--- config.mk ---
export PLATFORM = sky130hd
export DESIGN_NAME = splat_stream_unpacker
export DESIGN_NICKNAME = d
export VERILOG_FILES = /design/src/rtl/splat_pkg.sv /design/src/rtl/splat_word_assembler.sv /design/src/rtl/splat_stream_unpacker.sv
export SDC_FILE = /design/constraint.sdc
export NUM_CORES = 1
export LEC_CHECK = 0
export CAP_MARGIN = 40
export CORE_ASPECT_RATIO = 1.5
export CORE_MARGIN = 2
export CORE_UTILIZATION = 35
export CTS_CLUSTER_DIAMETER = 80
export DETAILED_ROUTE_END_ITERATION = 10
export GPL_TIMING_DRIVEN = 0
export SKIP_LAST_GASP = 1
export SYNTH_ARGS = -nofsm -noshare
export SYNTH_HDL_FRONTEND = slang
export SYNTH_SLANG_ARGS = --single-unit
export TNS_END_PERCENT = 5
--- constraint.sdc ---
create_clock -name clk -period 4.2 [get_ports clk]
set_input_delay 0.63 -clock clk [delete_from_list [all_inputs] [get_ports clk]]
set_output_delay 0.63 -clock clk [all_outputs]
set_load 0.05 [all_outputs]
--- src/rtl/splat_pkg.sv ---
// Shared types for the splat stream path: the 32-byte splat_2d_t record and its unpack helper.
package splat_pkg;

    localparam int SPLAT_BYTES = 32;
    localparam int SPLAT_BITS  = 256;

    typedef enum logic [1:0] {ST_IDLE, ST_FILL, ST_DRAIN} unp_state_t;

    // Declared MSB-first, so sx occupies byte 0 and bbox_y1 bytes 30-31.
    typedef struct packed {
        logic signed [15:0] bbox_y1;
        logic signed [15:0] bbox_x1;
        logic signed [15:0] bbox_y0;
        logic signed [15:0] bbox_x0;
        logic [7:0]         opacity;
        logic [7:0]         b;
        logic [7:0]         g;
        logic [7:0]         r;
        logic signed [31:0] cov_b2;
        logic [15:0]        cov_c;
        logic [15:0]        cov_a;
        logic [31:0]        depth;
        logic signed [31:0] sy;
        logic signed [31:0] sx;
    } splat_2d_t;

    function automatic splat_2d_t splat_unpack(input logic [SPLAT_BITS-1:0] raw);
        splat_2d_t s;
        s.sx      = raw[31:0];
        s.sy      = raw[63:32];
        s.depth   = raw[95:64];
        s.cov_a   = raw[111:96];
        s.cov_c   = raw[127:112];
        s.cov_b2  = raw[159:128];
        s.r       = raw[167:160];
        s.g       = raw[175:168];
        s.b       = raw[183:176];
        s.opacity = raw[191:184];
        s.bbox_x0 = raw[207:192];
        s.bbox_y0 = raw[223:208];
        s.bbox_x1 = raw[239:224];
        s.bbox_y1 = raw[255:240];
        return s;
    endfunction

endpackage

--- src/rtl/splat_word_assembler.sv ---
// Gathers BUS_W-bit words into a 256-bit record; the completed record bypasses the final slot
// so the top level can capture it on the same edge the last word is accepted.
module splat_word_assembler
    import splat_pkg::*;
#(
    parameter int BUS_W = 64,
    localparam int WPS = SPLAT_BITS / BUS_W,
    localparam int IDX_W = (WPS > 1) ? $clog2(WPS) : 1
) (
    input  logic                  clk,
    input  logic                  reset,
    input  logic                  clear,
    input  logic                  word_accept,
    input  logic [BUS_W-1:0]      word_data,
    output logic                  last_slot,
    output logic                  record_done,
    output logic [SPLAT_BITS-1:0] record
);

    localparam int LAST_LO = (WPS - 1) * BUS_W;

    logic [SPLAT_BITS-1:0] slots;
    logic [IDX_W-1:0]      word_idx;

    assign last_slot   = (word_idx == IDX_W'(WPS - 1));
    assign record_done = word_accept && last_slot;

    always_comb begin
        record = slots;
        record[LAST_LO +: BUS_W] = word_data;
    end

    always_ff @(posedge clk) begin
        if (reset) begin
            slots    <= '0;
            word_idx <= '0;
        end else if (clear) begin
            word_idx <= '0;
        end else if (word_accept) begin
            for (int k = 0; k < WPS; k++) begin
                if (word_idx == IDX_W'(k))
                    slots[k*BUS_W +: BUS_W] <= word_data;
            end
            word_idx <= last_slot ? '0 : word_idx + IDX_W'(1);
        end
    end

endmodule

--- src/rtl/splat_stream_unpacker.sv ---
// Streams a run of splat_2d_t records out of DDR3 read words, with a one-record output buffer
// so assembly of the next record overlaps a consumer stall.
module splat_stream_unpacker
    import splat_pkg::*;
#(
    parameter int BUS_W = 64,
    parameter int CNT_W = 16
) (
    input  logic             clk,
    input  logic             reset,
    input  logic             start,
    input  logic [CNT_W-1:0] splat_count,
    input  logic             abort,
    input  logic [BUS_W-1:0] word_data,
    input  logic             word_valid,
    output logic             word_ready,
    output splat_2d_t        out_splat,
    output logic             out_valid,
    input  logic             out_ready,
    output logic             busy,
    output logic             done,
    output logic [CNT_W-1:0] remaining
);

    unp_state_t            state;
    logic [CNT_W-1:0]      fetch_cnt;
    logic                  done_r;
    logic                  last_slot;
    logic                  record_done;
    logic [SPLAT_BITS-1:0] record;
    logic                  word_accept;
    logic                  xfer;
    logic                  final_xfer;

    // Only the completing slot must wait for the output buffer to free up.
    assign word_ready  = (state == ST_FILL) && (!last_slot || !out_valid || out_ready);
    assign word_accept = word_valid && word_ready;
    assign xfer        = out_valid && out_ready;
    assign final_xfer  = xfer && (state == ST_DRAIN) && (remaining == CNT_W'(1)) && !abort;
    assign busy        = (state != ST_IDLE);
    assign done        = done_r || final_xfer;

    splat_word_assembler #(.BUS_W(BUS_W)) u_asm (
        .clk         (clk),
        .reset       (reset),
        .clear       (abort || (state == ST_IDLE && start)),
        .word_accept (word_accept),
        .word_data   (word_data),
        .last_slot   (last_slot),
        .record_done (record_done),
        .record      (record)
    );

    always_ff @(posedge clk) begin
        if (reset) begin
            state     <= ST_IDLE;
            fetch_cnt <= '0;
            remaining <= '0;
            out_splat <= '0;
            out_valid <= 1'b0;
            done_r    <= 1'b0;
        end else if (abort) begin
            state     <= ST_IDLE;
            fetch_cnt <= '0;
            remaining <= '0;
            out_valid <= 1'b0;
            done_r    <= 1'b0;
        end else begin
            done_r <= 1'b0;
            if (record_done) begin
                out_splat <= splat_unpack(record);
                out_valid <= 1'b1;
            end else if (xfer) begin
                out_valid <= 1'b0;
            end
            if (xfer)
                remaining <= remaining - CNT_W'(1);
            case (state)
                ST_IDLE: begin
                    if (start) begin
                        if (splat_count != '0) begin
                            remaining <= splat_count;
                            fetch_cnt <= splat_count;
                            state     <= ST_FILL;
                        end else begin
                            done_r <= 1'b1;
                        end
                    end
                end
                ST_FILL: begin
                    if (record_done) begin
                        fetch_cnt <= fetch_cnt - CNT_W'(1);
                        if (fetch_cnt == CNT_W'(1))
                            state <= ST_DRAIN;
                    end
                end
                ST_DRAIN: begin
                    if (final_xfer)
                        state <= ST_IDLE;
                end
                default: state <= ST_IDLE;
            endcase
        end
    end

endmodule

==> flow_metrics.tcl <==
set metrics [dict create \
    worstHoldPathType "flip-flop to flip-flop" \
    syn-cell-area_um2 17700 \
    rows 101 \
    grt_overflow_total 0 \
    met3_usage 0.0415 \
    hold_slack_ps 452 \
    grt_max_degree 15 \
    vdd_ir_drop_max_uv 337 \
    die_area_um2 52500 \
    post-route-period-util 0.937 \
    syn_inst 2245 \
    synth-edff-count 0 \
    core_area_um2 50300 \
    postCtsSetupRepairBufs 0 \
    ys_seq_elements 486 \
    nets 2752 \
    syn2layout_area_growth_pct 34.1 \
    synth_common_cells "nand2_1, dfxtp_1, a21oi_1, clkbuf_1, buf_2" \
    worst_path_most_repeated_cell "nor4_1" \
    cp_max_fo 4 \
    cpMaxStageDelayCell "clkdlybuf4s50_1" \
    start_util 0.352 \
    status "completed" \
    path_buf_inv 1 \
    rsz0062_at_grt "false" \
    yosysTopAreaCellShare 0.549 \
    cts_resized 0 \
    cts_tree "done" \
    ant_nets 0 \
    yosys-top-cells-area "dfxtp_1, nand2_1, a21oi_1, clkbuf_1, buf_6" \
    yosys.cell_count.top_type "nand2_1" \
    slew_headroom 0.438 \
    cts-root-buf "clkbuf_16" \
    totalPowerFinal_mw 9.42 \
    dr.first_iter.drc_count 784 \
    seq_area_um2 9730 \
    grt_use_met2 0.418 \
    via_per_inst 4.90 \
    drive_above_1_share 0.0616 \
    io-pin-count 362 \
    antenna_found_initial 1 \
    path_delay_family "simple AND/OR/NAND/NOR gates" \
    syn_nets 2339 \
    worst_pin_slew_ps 839 \
    r2r_slack_ps 1730 \
    yosysTopAreaCell "dfxtp_1" \
    fillCellCount 5080 \
    avgSynthCellArea_um2 7.89 \
    portBuffers 360 \
    clk_path_buf_depth 3 \
    htreeDepth 2 \
    synth_cell_types 55 \
    p_leak_nw 7.76 \
    skew_ps 15.5 \
    grt_pass1_vias 16382 \
    die_x_um 188 \
    max_cap_violations 0 \
    cp.required_ps 3570 \
    crit_path_end_kind "output port" \
    multi_input_area_um2 7080 \
    crit_chain "nor4_1 > nand4_1 > nor4_1 > or2_2 > clkdlybuf4s50_1" \
    grt_use_met1 0.258 \
    die_y_um 280 \
    wl_per_cell_um 18.3 \
    worstPathArrival_ps 3300 \
    hold_violations 0 \
    ys_dominant_reg_cell "dfxtp_1" \
    p_per_area_nw_per_um2 396 \
    remaining_drc_errors 0 \
    async_flop_share 0 \
    fmax_mhz 254 \
    dpl.hpwl_um 46600 \
    grt_pass1_wl_um 92900 \
    top_usage_layer "met2" \
    start_kind "flip-flop" \
    setup_violations 0 \
    cts_made_buffers 48 \
    vias 16467 \
    period_minus_slack_ps 3930 \
    finalWeightedCongestion 0.851 \
    seq_area_frac_synth 0.549 \
    hold_buffers 0 \
    wirelength_um 61700 \
    cts.clk_slew.worst_paths_ps 60 \
    antenna_cells 0 \
    critPathMaxStageDelay_ps 800 \
    dr.pass1.iters 5 \
    cts_sinks 486 \
    insertion_delay_ps 570 \
    crit_type "flip-flop to output port" \
    grt_usage 0.228 \
    yosys_warnings 0 \
    final.setup.tns_ps 0 \
    finalMaxSlewViolations 0 \
]
==> registers in the layout (all words and copies together), names as in the netlist <==
register        flops
state               2
remaining          16
out_valid           1
done_r              1
u_asm.slots       192
fetch_cnt          16
out_splat         256
u_asm.word_idx      2
==> path summary, 6_finish.rpt <==
| check | endpoint | from | depth (start not counted) |
|---|---|---|---|
| max | done | remaining[9]$_SDFF_PP0_ | 5 |
| min | out_splat[83]$_SDFFE_PP0P_ | u_asm.slots[83]$_SDFFE_PP0P_ | 2 |
| max reg2reg | u_asm.slots[94]$_SDFFE_PP0P_ | state[1]$_SDFFE_PP0P_ | 7 |
| min reg2reg | out_splat[83]$_SDFFE_PP0P_ | u_asm.slots[83]$_SDFFE_PP0P_ | 2 |
==> per-stage QoR <==
stage / cells / setup slack [ps] / util / instance area (µm²)
after floorplan: 2245 / 1610 / - / 17700
after global placement: 3274 / 488 / 0.441 / 22200
after detailed placement: 3277 / 493 / 0.441 / 22200
after CTS: 3362 / 265 / 0.473 / 23800
after global routing: 3362 / 116 / 0.473 / 23800
final: 3362 / 265 / 0.473 / 23800
==> power by group <==
part           switching, mW  internal (mW)
Clock                   1.84           2.48
Combinational          0.296          0.153
Sequential            0.0209           4.63
Total                   2.16           7.26
==> layout by cell type (no fill, tap or decap), types with 11 or more instances in the layout <==
cell,count
dfxtp_1,486
buf_4,14
clkbuf_8,12
buf_2,42
clkbuf_1,100
nand2_1,924
buf_6,20
inv_1,11
clkbuf_16,49
nor3_1,15
xnor2_1,12
clkdlybuf4s50_1,360
o21ai_0,25
nor2_1,27
a21oi_1,480
==> final cells by class <==
type                       instances  share of cell area
tap                              669              0.0352
inverter                          11             0.00174
timing repair buffer             363               0.153
clock buffer                      72              0.0603
buffer                           165              0.0365
clock inverter                    13             0.00568
sequential                       486               0.409
multi-input combinational       1583               0.298
==> cells by family after synthesis <==
logic type               count (synthesis)  synth area share
AO/OA/AOI/OAI                          536             0.158
buffers and inverters                  176            0.0513
adder cells (fa/ha/maj)                  8           0.00565
AND/OR/NAND/NOR                       1020             0.227
flip-flops                             486             0.549
XOR/XNOR                                15           0.00741
multiplexers                             4           0.00233
==> metal layers <==
layer	part of all wire	vias up
li1	-	8150
met1	0.40	7731
met2	0.51	464
met3	0.054	122
met4	0.044	0
met5	0	-
==> tightest hold or removal path: stages, from the launching register on <==
cell     delay (ps)
dfxtp_1         310
nand2_1          50
a21oi_1          50
Power figures use the tool's default switching activity.
